File: src/rtl/sp_pkg.sv
// Shared core types and sizes for the register-file writeback slice.
package sp_pkg;
    localparam int unsigned XLEN           = 32;
    localparam int unsigned REG_ADDR_WIDTH = 5;
    localparam int unsigned NUM_REG        = 32;

    localparam int unsigned LD_FIFO_DEPTH_DEFAULT = 4;
    localparam int unsigned LD_STARVE_MAX_DEFAULT = 3;

    typedef struct packed {
        logic [REG_ADDR_WIDTH-1:0] rd;
        logic [XLEN-1:0]           data;
    } wb_req_t;
endpackage

File: src/rtl/reg_wb_ctrl_if.sv
// Bus bundle for reg_wb_ctrl; signal suffixes are from the controller's point of view.
interface reg_wb_ctrl_if;
    import sp_pkg::*;

    logic                      alu_valid_i;
    logic                      alu_ready_o;
    logic [REG_ADDR_WIDTH-1:0] alu_rd_i;
    logic [XLEN-1:0]           alu_data_i;
    logic                      ld_valid_i;
    logic                      ld_ready_o;
    logic [REG_ADDR_WIDTH-1:0] ld_rd_i;
    logic [XLEN-1:0]           ld_data_i;
    logic [REG_ADDR_WIDTH-1:0] rd_addr_o;
    logic [XLEN-1:0]           rd_data_o;
    logic                      rd_en_o;
    logic                      sb_set_i;
    logic [REG_ADDR_WIDTH-1:0] sb_set_addr_i;
    logic [REG_ADDR_WIDTH-1:0] rs1_addr_i;
    logic [REG_ADDR_WIDTH-1:0] rs2_addr_i;
    logic                      rs1_busy_o;
    logic                      rs2_busy_o;
    logic [NUM_REG-1:0]        pending_o;

    modport slave (
        input  alu_valid_i, alu_rd_i, alu_data_i,
        input  ld_valid_i, ld_rd_i, ld_data_i,
        input  sb_set_i, sb_set_addr_i, rs1_addr_i, rs2_addr_i,
        output alu_ready_o, ld_ready_o,
        output rd_addr_o, rd_data_o, rd_en_o,
        output rs1_busy_o, rs2_busy_o, pending_o
    );

    modport master (
        output alu_valid_i, alu_rd_i, alu_data_i,
        output ld_valid_i, ld_rd_i, ld_data_i,
        output sb_set_i, sb_set_addr_i, rs1_addr_i, rs2_addr_i,
        input  alu_ready_o, ld_ready_o,
        input  rd_addr_o, rd_data_o, rd_en_o,
        input  rs1_busy_o, rs2_busy_o, pending_o
    );
endinterface

File: src/rtl/sp_fifo.sv
// Synchronous FIFO of writeback requests; pointers carry a wrap bit for full/empty.
module sp_fifo
    import sp_pkg::*;
#(
    parameter int unsigned DEPTH = LD_FIFO_DEPTH_DEFAULT
) (
    input  logic    clk_i,
    input  logic    arst_i,
    input  logic    push_i,
    input  wb_req_t push_data_i,
    output logic    full_o,
    input  logic    pop_i,
    output wb_req_t pop_data_o,
    output logic    empty_o
);
    localparam int unsigned AW = $clog2(DEPTH);

    logic [AW:0] wr_ptr_q, wr_ptr_d;
    logic [AW:0] rd_ptr_q, rd_ptr_d;
    wb_req_t     mem_q [DEPTH];
    logic        push_en;
    logic        pop_en;

    assign empty_o = (wr_ptr_q == rd_ptr_q);
    assign full_o  = (wr_ptr_q[AW] != rd_ptr_q[AW]) &&
                     (wr_ptr_q[AW-1:0] == rd_ptr_q[AW-1:0]);

    // Full refuses a push even when a pop frees a slot in the same cycle.
    assign push_en = push_i && !full_o;
    assign pop_en  = pop_i && !empty_o;

    assign pop_data_o = mem_q[rd_ptr_q[AW-1:0]];

    always_comb begin
        wr_ptr_d = wr_ptr_q;
        rd_ptr_d = rd_ptr_q;
        if (push_en) wr_ptr_d = wr_ptr_q + 1'b1;
        if (pop_en)  rd_ptr_d = rd_ptr_q + 1'b1;
    end

    always_ff @(posedge clk_i or posedge arst_i) begin
        if (arst_i) begin
            wr_ptr_q <= '0;
            rd_ptr_q <= '0;
        end else begin
            wr_ptr_q <= wr_ptr_d;
            rd_ptr_q <= rd_ptr_d;
        end
    end

    always_ff @(posedge clk_i) begin
        if (push_en) mem_q[wr_ptr_q[AW-1:0]] <= push_data_i;
    end
endmodule

File: src/rtl/reg_wb_ctrl.sv
// Merges ALU and buffered load results onto the single register-file write port
// and tracks in-flight destinations for issue-stage hazard checks.
module reg_wb_ctrl
    import sp_pkg::*;
#(
    parameter int unsigned LD_FIFO_DEPTH = LD_FIFO_DEPTH_DEFAULT,
    parameter int unsigned LD_STARVE_MAX = LD_STARVE_MAX_DEFAULT
) (
    input  logic         clk_i,
    input  logic         arst_i,
    reg_wb_ctrl_if.slave bus
);
    localparam int unsigned SW = $clog2(LD_STARVE_MAX + 1);

    logic                      fifo_full;
    logic                      fifo_empty;
    wb_req_t                   ld_req;
    wb_req_t                   ld_head;
    wb_req_t                   win_req;
    logic                      force_ld;
    logic                      alu_win;
    logic                      ld_push;
    logic                      ld_pop;
    logic                      win_valid;

    logic [SW-1:0]             starve_q, starve_d;
    logic                      rd_en_q, rd_en_d;
    logic [REG_ADDR_WIDTH-1:0] rd_addr_q, rd_addr_d;
    logic [XLEN-1:0]           rd_data_q, rd_data_d;
    logic [NUM_REG-1:0]        pending_q, pending_d;

    assign force_ld        = (starve_q == SW'(LD_STARVE_MAX));
    assign bus.alu_ready_o = !arst_i && !force_ld;
    assign bus.ld_ready_o  = !arst_i && !fifo_full;

    assign alu_win   = bus.alu_valid_i && bus.alu_ready_o;
    assign ld_pop    = !alu_win && !fifo_empty;
    assign ld_push   = bus.ld_valid_i && bus.ld_ready_o;
    assign win_valid = alu_win || ld_pop;

    assign ld_req = '{rd: bus.ld_rd_i, data: bus.ld_data_i};

    sp_fifo #(
        .DEPTH (LD_FIFO_DEPTH)
    ) u_ld_fifo (
        .clk_i       (clk_i),
        .arst_i      (arst_i),
        .push_i      (ld_push),
        .push_data_i (ld_req),
        .full_o      (fifo_full),
        .pop_i       (ld_pop),
        .pop_data_o  (ld_head),
        .empty_o     (fifo_empty)
    );

    always_comb begin
        win_req = ld_head;
        if (alu_win) win_req = '{rd: bus.alu_rd_i, data: bus.alu_data_i};

        starve_d = '0;
        if (!fifo_empty && !ld_pop)
            starve_d = force_ld ? starve_q : starve_q + 1'b1;

        // x0 results complete their handshake but never reach the port.
        rd_en_d   = win_valid && (win_req.rd != '0);
        rd_addr_d = rd_en_d ? win_req.rd   : rd_addr_q;
        rd_data_d = rd_en_d ? win_req.data : rd_data_q;

        // Clear from the write issued last cycle first, so a same-address set wins.
        pending_d = pending_q;
        if (rd_en_q) pending_d[rd_addr_q] = 1'b0;
        if (bus.sb_set_i && (bus.sb_set_addr_i != '0)) pending_d[bus.sb_set_addr_i] = 1'b1;
        pending_d[0] = 1'b0;
    end

    always_ff @(posedge clk_i or posedge arst_i) begin
        if (arst_i) begin
            starve_q  <= '0;
            rd_en_q   <= 1'b0;
            rd_addr_q <= '0;
            rd_data_q <= '0;
            pending_q <= '0;
        end else begin
            starve_q  <= starve_d;
            rd_en_q   <= rd_en_d;
            rd_addr_q <= rd_addr_d;
            rd_data_q <= rd_data_d;
            pending_q <= pending_d;
        end
    end

    assign bus.rd_en_o    = rd_en_q;
    assign bus.rd_addr_o  = rd_addr_q;
    assign bus.rd_data_o  = rd_data_q;
    assign bus.pending_o  = pending_q;
    assign bus.rs1_busy_o = pending_q[bus.rs1_addr_i];
    assign bus.rs2_busy_o = pending_q[bus.rs2_addr_i];

    // A destination may only be re-marked in the cycle its previous write retires.
    a_no_double_issue: assert property (
        @(posedge clk_i) disable iff (arst_i)
        (bus.sb_set_i && (bus.sb_set_addr_i != '0)) |->
            (!pending_q[bus.sb_set_addr_i] || (rd_en_q && (rd_addr_q == bus.sb_set_addr_i)))
    );
endmodule

File: src/flat_wrapper.sv
// flat-port wrapper written by rule: the top's interface ports become plain ports
module reg_wb_ctrl_flat import sp_pkg::*;
#(
    parameter int unsigned LD_FIFO_DEPTH = LD_FIFO_DEPTH_DEFAULT,
    parameter int unsigned LD_STARVE_MAX = LD_STARVE_MAX_DEFAULT
)
  (clk_i, arst_i, bus_alu_valid_i, bus_alu_rd_i, bus_alu_data_i, bus_ld_valid_i, bus_ld_rd_i, bus_ld_data_i, bus_sb_set_i, bus_sb_set_addr_i, bus_rs1_addr_i, bus_rs2_addr_i, bus_alu_ready_o, bus_ld_ready_o, bus_rd_addr_o, bus_rd_data_o, bus_rd_en_o, bus_rs1_busy_o, bus_rs2_busy_o, bus_pending_o);
  reg_wb_ctrl_if bus_i ();
  input  logic clk_i;
  input  logic arst_i;
  input wire logic [$bits(bus_i.alu_valid_i)-1:0] bus_alu_valid_i;
  input wire logic [$bits(bus_i.alu_rd_i)-1:0] bus_alu_rd_i;
  input wire logic [$bits(bus_i.alu_data_i)-1:0] bus_alu_data_i;
  input wire logic [$bits(bus_i.ld_valid_i)-1:0] bus_ld_valid_i;
  input wire logic [$bits(bus_i.ld_rd_i)-1:0] bus_ld_rd_i;
  input wire logic [$bits(bus_i.ld_data_i)-1:0] bus_ld_data_i;
  input wire logic [$bits(bus_i.sb_set_i)-1:0] bus_sb_set_i;
  input wire logic [$bits(bus_i.sb_set_addr_i)-1:0] bus_sb_set_addr_i;
  input wire logic [$bits(bus_i.rs1_addr_i)-1:0] bus_rs1_addr_i;
  input wire logic [$bits(bus_i.rs2_addr_i)-1:0] bus_rs2_addr_i;
  output wire logic [$bits(bus_i.alu_ready_o)-1:0] bus_alu_ready_o;
  output wire logic [$bits(bus_i.ld_ready_o)-1:0] bus_ld_ready_o;
  output wire logic [$bits(bus_i.rd_addr_o)-1:0] bus_rd_addr_o;
  output wire logic [$bits(bus_i.rd_data_o)-1:0] bus_rd_data_o;
  output wire logic [$bits(bus_i.rd_en_o)-1:0] bus_rd_en_o;
  output wire logic [$bits(bus_i.rs1_busy_o)-1:0] bus_rs1_busy_o;
  output wire logic [$bits(bus_i.rs2_busy_o)-1:0] bus_rs2_busy_o;
  output wire logic [$bits(bus_i.pending_o)-1:0] bus_pending_o;
  assign bus_i.alu_valid_i = bus_alu_valid_i;
  assign bus_i.alu_rd_i = bus_alu_rd_i;
  assign bus_i.alu_data_i = bus_alu_data_i;
  assign bus_i.ld_valid_i = bus_ld_valid_i;
  assign bus_i.ld_rd_i = bus_ld_rd_i;
  assign bus_i.ld_data_i = bus_ld_data_i;
  assign bus_i.sb_set_i = bus_sb_set_i;
  assign bus_i.sb_set_addr_i = bus_sb_set_addr_i;
  assign bus_i.rs1_addr_i = bus_rs1_addr_i;
  assign bus_i.rs2_addr_i = bus_rs2_addr_i;
  assign bus_alu_ready_o = bus_i.alu_ready_o;
  assign bus_ld_ready_o = bus_i.ld_ready_o;
  assign bus_rd_addr_o = bus_i.rd_addr_o;
  assign bus_rd_data_o = bus_i.rd_data_o;
  assign bus_rd_en_o = bus_i.rd_en_o;
  assign bus_rs1_busy_o = bus_i.rs1_busy_o;
  assign bus_rs2_busy_o = bus_i.rs2_busy_o;
  assign bus_pending_o = bus_i.pending_o;
  reg_wb_ctrl #(.LD_FIFO_DEPTH(LD_FIFO_DEPTH), .LD_STARVE_MAX(LD_STARVE_MAX)) u_core (.clk_i(clk_i), .arst_i(arst_i), .bus(bus_i));
endmodule
File: config.mk
export PLATFORM = sky130hd
export DESIGN_NAME = reg_wb_ctrl_flat
export DESIGN_NICKNAME = d
export VERILOG_FILES = /design/src/rtl/sp_pkg.sv /design/src/rtl/reg_wb_ctrl_if.sv /design/src/rtl/sp_fifo.sv /design/src/rtl/reg_wb_ctrl.sv /design/src/flat_wrapper.sv
export SDC_FILE = /design/constraint.sdc
export NUM_CORES = 1
export LEC_CHECK = 0
export BUFFER_PORTS_ARGS = -buffer_cell sky130_fd_sc_hd__buf_2
export CAP_MARGIN = 0
export CORE_ASPECT_RATIO = 1.4
export CORE_MARGIN = 1.5
export CORE_UTILIZATION = 40
export CTS_CLUSTER_SIZE = 14
export DETAILED_ROUTE_END_ITERATION = 10
export PLACE_DENSITY = 0.59
export SYNTH_ARGS = -nofsm -noshare
export SYNTH_HDL_FRONTEND = slang
export SYNTH_SLANG_ARGS = --single-unit
File: constraint.sdc
create_clock -name clk_i -period 7.2 [get_ports clk_i]
set_input_delay 1.8 -clock clk_i [delete_from_list [all_inputs] [get_ports clk_i]]
set_output_delay 1.8 -clock clk_i [all_outputs]
set_load 0.02 [all_outputs]
=== Word-level counts from Yosys, hierarchy flattened ===
Memory sizes are Yosys's and may differ from the RTL's.
Index checks and enable logic that the tools add are counted.
W data, S select, Z words.

* $add $sub $neg: 3
* $lt $le $gt $ge: 6
* Equal/unequal tests: 5
* Multiplexer cells: 15
* Bitwise logic cells: 3
* Reduce and logical (&&, ||, !) cells: 22

{| class="wikitable"
|+ Operators by type and width
! operator !! count
|-
| $mux W32 || 2
|-
| $mux W37 || 1
|-
| $and A32 B32 Y32 || 1
|-
| $not A32 Y32 || 1
|-
| $or A32 B32 Y32 || 1
|-
| $lt A5 B6 Y1 const B || 4
|-
| $logic_and A1 B1 Y1 || 13
|-
| $bmux W1 S5 || 2
|-
| $demux W1 S5 || 2
|-
| $ge A5 B1 Y1 const B || 2
|-
| $reduce_bool A5 Y1 || 2
|-
| $add A3 B1 Y3 const B || 2
|-
| $logic_not A1 Y1 || 6
|-
| $mux W1 || 6
|-
| $mux W2 || 2
|-
| $eq A3 B3 Y1 || 1
|-
| $add A2 B1 Y2 const B || 1
|-
| $eq A2 B2 Y1 || 1
|-
| $eq A2 B2 Y1 const B || 1
|-
| $ne A2 B2 Y1 const B || 1
|-
| $logic_or A1 B1 Y1 || 1
|-
| $ne A1 B1 Y1 || 1
|}

* Register bits: 77
* RAM bits: 148
* Bits of input ports: 94
* Output and inout bits: 74
* Word-level logic and storage cells: 62
* Memories kept: 1

{| class="wikitable"
|+ Memories
! memory !! depth !! width !! rd ports !! clocked after memory_dff !! wr ports !! RTL line !! source
|-
| u_core.u_ld_fifo.mem_q || 4 || 37 || 1 || 0 || 1 || sp_fifo.sv:20 || <nowiki>wb_req_t mem_q [DEPTH];</nowiki>
|}

=== Logic depth before layout (Yosys ltp) ===
Gate-level depths: netlist of run 1.

* Depth in word-level cells: 9
* Depth in mapped cells: 8
* Gate-level depth less buffers: 6

=== Hierarchy ===
Synthesis of run 1 repeated with hierarchy kept, for this count alone.

* Cell total of the unflattened synthesis: 674
* Area total of the unflattened synthesis: 9930.8 um2

{| class="wikitable"
|+ Modules (own cells, without submodules)
! module !! instances !! cells an instance !! area an instance (um2) !! sequential area each (um2)
|-
| sp_fifo || 1 || 244 || 5856.9 || 4594.4
|-
| reg_wb_ctrl || 1 || 430 || 4073.9 || 1776.7
|}

=== Least setup slack after synthesis of run 1 ===
No wires, ideal clock.

* Kind: in2out
* Start: input port bus_rs1_addr_i[0]
* End: output port bus_rs1_busy_o
* Data arrival time: 3.303 ns
* Required time: 5.400 ns
* Setup slack: 2.097 ns
* Stages on the path: 4
* Path buffers: 1
* Cell sequence: buf_2 > mux4_2 > mux4_2 > a22o_1

* Cells in the longest elaborated chain, start to end: 2

{| class="wikitable"
|+ RTL lines
! item !! RTL line !! source
|-
| start, declared || flat_wrapper.sv:19 || <nowiki>input wire logic [$bits(bus_i.rs1_addr_i)-1:0] bus_rs1_addr_i;</nowiki>
|-
| $bmux W1 S5 || reg_wb_ctrl.sv:96 || <nowiki>assign bus.rs1_busy_o = pending_q[bus.rs1_addr_i];</nowiki>
|-
| $mux W1 (implied by the code) || reg_wb_ctrl.sv:96 ||
|-
| end, declared || flat_wrapper.sv:26 || <nowiki>output wire logic [$bits(bus_i.rs1_busy_o)-1:0] bus_rs1_busy_o;</nowiki>
|}

No other way between the ends. The select of a mux whose other input is x is not followed.

=== Worst setup path after layout of run 1 ===
* Start: input port bus_rs2_addr_i[0]
* End: output port bus_rs2_busy_o

* Cells in the longest elaborated chain, start to end: 2

{| class="wikitable"
|+ RTL lines
! item !! RTL line !! source
|-
| start, declared || flat_wrapper.sv:20 || <nowiki>input wire logic [$bits(bus_i.rs2_addr_i)-1:0] bus_rs2_addr_i;</nowiki>
|-
| $bmux W1 S5 || reg_wb_ctrl.sv:97 || <nowiki>assign bus.rs2_busy_o = pending_q[bus.rs2_addr_i];</nowiki>
|-
| $mux W1 (implied by the code) || reg_wb_ctrl.sv:97 ||
|-
| end, declared || flat_wrapper.sv:27 || <nowiki>output wire logic [$bits(bus_i.rs2_busy_o)-1:0] bus_rs2_busy_o;</nowiki>
|}

No other way between the ends. The select of a mux whose other input is x is not followed.

==> results of run 1 <==
==> layer usage <==
| metal | routed length, um | track usage [%] | up-vias | share of wire [%] |
|---|---|---|---|---|
| li1 | - | - | 2723 | - |
| met1 | 9010 | 21.8 | 3085 | 38 |
| met2 | 12600 | 35.3 | 238 | 53 |
| met3 | 1210 | 3.08 | 53 | 5.1 |
| met4 | 942 | 8.87 | 0 | 4.0 |
| met5 | 0 | 0 | - | 0 |
==> sequential cells by signal, indices dropped and copies added (netlist names) <==
signal                     count
u_core.u_ld_fifo.wr_ptr_q      3
u_core.bus.pending_o          31
u_core.bus.rd_addr_o           5
u_core.u_ld_fifo.mem_q       148
u_core.starve_q                2
u_core.bus.rd_en_o             1
u_core.u_ld_fifo.rd_ptr_q      3
u_core.bus.rd_data_o          32
==> cells in the mapped netlist (4+ instances only) <==
master	n
a21oi_1	7
a31oi_1	33
and3_1	5
buf_2	11
buf_6	4
clkbuf_1	13
dfrtp_1	77
edfxtp_1	148
ha_1	6
inv_1	37
mux4_2	55
nand2_1	20
nand3_1	7
nand3b_1	13
nor2_1	48
o21ai_0	63
o22a_1	32
or3_1	4
xnor2_1	4
==> kinds of logic after synthesis <==
logic type | synth area share, %
multiplexers | 14.0
buffers and inverters | 3.36
flip-flops | 66.6
XOR/XNOR | 0.641
AND/OR/NAND/NOR | 5.22
AO/OA/AOI/OAI | 9.37
other | 0.0392
adder cells (fa/ha/maj) | 0.785
==> stage by stage <==
step	hold WS [ps]	cell area, sq um	setup slack (ps)	std cells
after floorplan	407	9570	2100	619
after global placement	418	10700	1950	1064
after detailed placement	432	10700	1940	1064
after CTS	440	11400	1940	1104
after global routing	458	11400	1870	1106
final	433	11400	1940	1106
==> placed cells by master, fill, tap and decap left out, types with 13 or more instances in the layout <==
cell type  count
nand2_1       19
buf_2        166
a31oi_1       33
o21ai_0       63
nor2_1        48
inv_1         36
clkbuf_16     23
nand3b_1      13
dfrtp_1       75
mux4_2        55
edfxtp_1     148
o22a_1        32
==> area by class of cell <==
class	count	area, sq um
inverter	37	140
clock buffer	32	629
antenna	2	5.00
fill	2058	12000
sequential	225	6370
timing repair buffer	173	883
multi-input combinational	323	2880
clock inverter	8	61.3
tap	306	383
==> path summary, 6_finish.rpt <==
kind	slack (ps)	cells after the start	endpoint	from
max	1940	5	bus_rs2_busy_o	bus_rs2_addr_i[0]
min	430	1	u_core.starve_q[0]	u_core.starve_q[0]
max reg2reg	4130	6	u_core.bus.rd_addr_o[0]	u_core.u_ld_fifo.rd_ptr_q[1]
min reg2reg	430	1	u_core.starve_q[0]	u_core.starve_q[0]
max in group asynchronous	4850	3	u_core.u_ld_fifo.rd_ptr_q[1]	arst_i
min in group asynchronous	1640	3	u_core.bus.rd_data_o[0]	arst_i
==> power by group <==
| group | switching, mW | internal (mW) | total (mW) |
|---|---|---|---|
| Combinational | 1.02 | 0.749 | 1.77 |
| Sequential | 0.270 | 1.72 | 1.99 |
| Clock | 0.465 | 0.642 | 1.11 |
| Total | 1.75 | 3.11 | 4.86 |
==> worst max-delay path: stages <==
cell and delay [ps]:
buf_2 240, mux4_2 530, mux4_2 480, a22o_1 240, buf_2 160
==> run_results.csv, run 1 <==
group,metric,value,unit
yosys,yosysTopAreaCell,"edfxtp_1",
cts,clock_sinks,225,
route,via_count,6099,
die,dieArea,0.0249,sq mm
sta,fmax,0.190,GHz
cts,cts_tree,"built",
global_routing,antenna_found_initial,2,
yosys,yosys-top-cells-area,"edfxtp_1 (46%), dfrtp_1 (20%), mux4_2 (13%)",
setup_path,cp-start-kind,"input pin",
global_routing,grt_pass1_vias,6362,
sta,slew_viol_final,0,
outcome,status,"complete, no violations",
hold_path,hp-class,"reg2reg",
cts,cts_resized,0,
global_routing,grt_pass1_wl,36.3,mm
setup_path,critPathMaxFanout,9,
placed_design,port_buffers,166,
die,die_h,186,um
global_routing,grt-ovfl-total,0,
cts,tritoncts.num_buffers,22,
sta,hold_violations,0,
setup_path,crit_path_end_kind,"output pin",
sta,rsz0062_at_grt,"false",
cts,root_buffer,"clkbuf_16",
placed_design,dpl.hpwl,16.0,mm
yosys,synth_area_per_cell,15.5,sq um
power,peakVddDrop,195,uV
cts,cts_max_level,1,
yosys,synthArstFlopShare,34.2,%
route,first_pass_iters,5,
cells_and_area,syn_to_final_growth,18.7,%
sta,fin_setup_tns,0,ps
cts,clk_pin_slew_worst_paths,60,ps
route,drc,0,
yosys,ys_seq_area_share,66.6,%
yosys,synth_cells,619,
placed_design,gp_congestion,0.932,
yosys,syn-num-nets,719,
global_routing,grt_max_degree,78,
yosys,synth_edf_count,148,
sta,period_needed,5260,ps
cts,clk_latency,500,ps
yosys,yosys.area.top_type_share,46.5,%
die,io_pins,168,
die,die_w,134,um
die,start_util,40.9,%
route,drt-initial-drc-count,349,
route,wl_per_cell,21.5,um
route,viasPerCell,5.51,
setup_path,crit_type,"in2out",
power,power.density,428,mW/mm^2
die,rows,66,
yosys,synthDistinctLibCells,36,
power,total_power,4.86,mW
die,coreArea,0.0234,sq mm
global_routing,grt_usage,19.2,%
route,routed_wl,23.8,mm
power,p_leak,4.36,nW
sta,tightestPinTransition,1130,ps
cts,cts_setup_buffers,0,
setup_path,required,5400,ps
setup_path,cp.arrival,3460,ps
cells_and_area,drive_gt1_share,34.5,%
cells_and_area,final_util,48.6,%
cts,ctsLongestPathBuffers,3,
yosys,syn_area,0.00957,sq mm
sta,period_share,73.0,%
yosys,synth-seq-cells,225,
sta,skew,17.7,ps
job,max_cap_viol_count,0,
yosys,yosys_warnings,0,
route,ant_nets,0,
cells_and_area,fin_nets,882,
yosys,yosys_most_used_dff,"edfxtp_1",
sta,setup_violations,0,
cts,hold_buffers,0,
sta,relSlewSlack,24.7,%
No activity file was read; power rests on OpenSTA's default activity.
==> run 2: changes to the inputs <==
Clock period 7.2 ns to 5.2 ns, I/O delays scaled along.
==> run_results.csv, run 2 (synthesis gave the netlist of run 1 again) <==
group,metric,value,unit
sta,rsz0062_at_grt,"false",
placed_design,dpl.hpwl,17.0,mm
route,wl_per_cell,22.0,um
setup_path,reg2reg_setup_slack,2410,ps
cts,cts_resized,0,
cts,root_buffer,"clkbuf_16",
outcome,status,"complete, no violations",
global_routing,antenna_found_initial,2,
sta,setup_violations,0,
cells_and_area,fin_nets,886,
global_routing,grt-ovfl-total,0,
power,swShare,36.3,%
cells_and_area,largest_register_ffs,148,
route,drc,0,
setup_path,critPathMaxFanout,9,
route,drt-initial-drc-count,493,
route,via_count,6199,
sta,fin_setup_tns,0,ps
cells_and_area,layout_commonest_cell,"buf_2",
global_routing,grt_usage,19.8,%
setup_path,required,3900,ps
sta,tightestPinTransition,1090,ps
sta,period_needed,4270,ps
cts,clk_pin_slew_worst_paths,60,ps
die,rows,66,
die,start_util,40.9,%
placed_design,place_inst,1067,
setup_path,crit_type,"in2out",
cts,ctsLongestPathBuffers,3,
setup_path,crit_chain,"buf_2 -> mux4_2 -> mux4_2 -> a22o_1 -> buf_2",
cts,tritoncts.num_buffers,23,
cells_and_area,final_cell_mix,"buf_2 (166), edfxtp_1 (148), dfrtp_1 (75)",
die,die_h,186,um
sta,skew,11.2,ps
job,max_cap_viol_count,0,
route,first_pass_iters,5,
sta,slew_viol_final,0,
route,routed_wl,24.4,mm
sta,hold_violations,0,
sta,fmax,0.234,GHz
cells_and_area,syn_to_final_growth,19.1,%
global_routing,grt_pass1_vias,6477,
cts,clk_latency,500,ps
die,dieArea,0.0249,sq mm
hold_path,hp-class,"reg2reg",
route,ant_nets,0,
sta,relSlewSlack,27.3,%
cells_and_area,drive_gt1_share,34.8,%
power,p_seq_share,41.2,%
die,die_w,134,um
global_routing,grt_max_degree,71,
cts,cts_setup_buffers,0,
die,coreArea,0.0234,sq mm
power,p_sw,2.46,mW
sta,period_share,82.1,%
power,p_int,4.33,mW
setup_path,cpPeakStageDelay,540,ps
power,p_clk_share,23.1,%
cts,cts_tree,"built",
setup_path,crit_path_end_kind,"output pin",
power,pwr-share-comb,35.7,%
global_routing,grt_pass1_wl,37.2,mm
cells_and_area,fin_cells,1110,
setup_path,crit_slowest_cell,"mux4_2",
die,io_pins,168,
placed_design,gp_congestion,0.942,
route,viasPerCell,5.58,
cts,cts_max_level,1,
power,peakVddDrop,254,uV
placed_design,port_buffers,166,
setup_path,cp.arrival,2970,ps
power,p_leak,4.39,nW
cts,clock_sinks,225,
power,power.density,596,mW/mm^2
cts,hold_buffers,0,
setup_path,cp-start-kind,"input pin",
==> run 2: final cells by class <==
cell class / count / area (sq um)
multi-input combinational: 323 / 2880
clock buffer: 30 / 602
tap: 306 / 383
sequential: 225 / 6370
inverter: 37 / 140
antenna: 2 / 5.00
timing repair buffer: 176 / 906
fill: 2069 / 12000
clock inverter: 11 / 108
==> run 2: power by group through the flow <==
stage	Sequential, mW	Clock, mW	Combinational, mW
final	2.80	1.57	2.42
after detailed placement	2.84	0	2.46
after global routing	2.85	1.68	2.64
after CTS	2.80	1.61	2.46
after floorplan	2.96	0	1.48
after global placement	2.83	0	2.40
==> run 2: critical path: cells and delay by family <==
kind | cells | cell delay (ps)
buf+inv | 2 | 400
compound gates | 1 | 240
mux | 2 | 1020
==> run 2: metrics by stage <==
step           power, mW  hold slack [ps]  worst slack (ps)  area (sq um)  util, %
2_1_floorplan       4.43              407              1100          9570        -
4_1_cts             6.87              438               912         11400     48.7
5_1_grt             7.17              464               860         11400     48.8
3_5_place_dp        5.30              424               912         10700     45.7
3_3_place_gp        5.23              419               947         10700     45.7
6_report            6.79              431               932         11400     48.8
==> run 2: path summary, 6_finish.rpt <==
check,cells past startpoint,end,from
max in group asynchronous,3,u_core.bus.rd_data_o[21],arst_i
hold / removal,1,u_core.starve_q[0],u_core.starve_q[0]
setup reg to reg,5,u_core.bus.rd_addr_o[3],u_core.u_ld_fifo.rd_ptr_q[1]
min in group asynchronous,2,u_core.u_ld_fifo.wr_ptr_q[0],arst_i
hold reg to reg,1,u_core.starve_q[0],u_core.starve_q[0]
setup / recovery,5,bus_rs2_busy_o,bus_rs2_addr_i[0]
==> run 2: per-layer routing <==
layer,GRT usage [%],share of wire (%)
met1,22.9,37
met2,36.7,53
met3,2.86,5.7
met4,8.26,3.9
met5,0,0
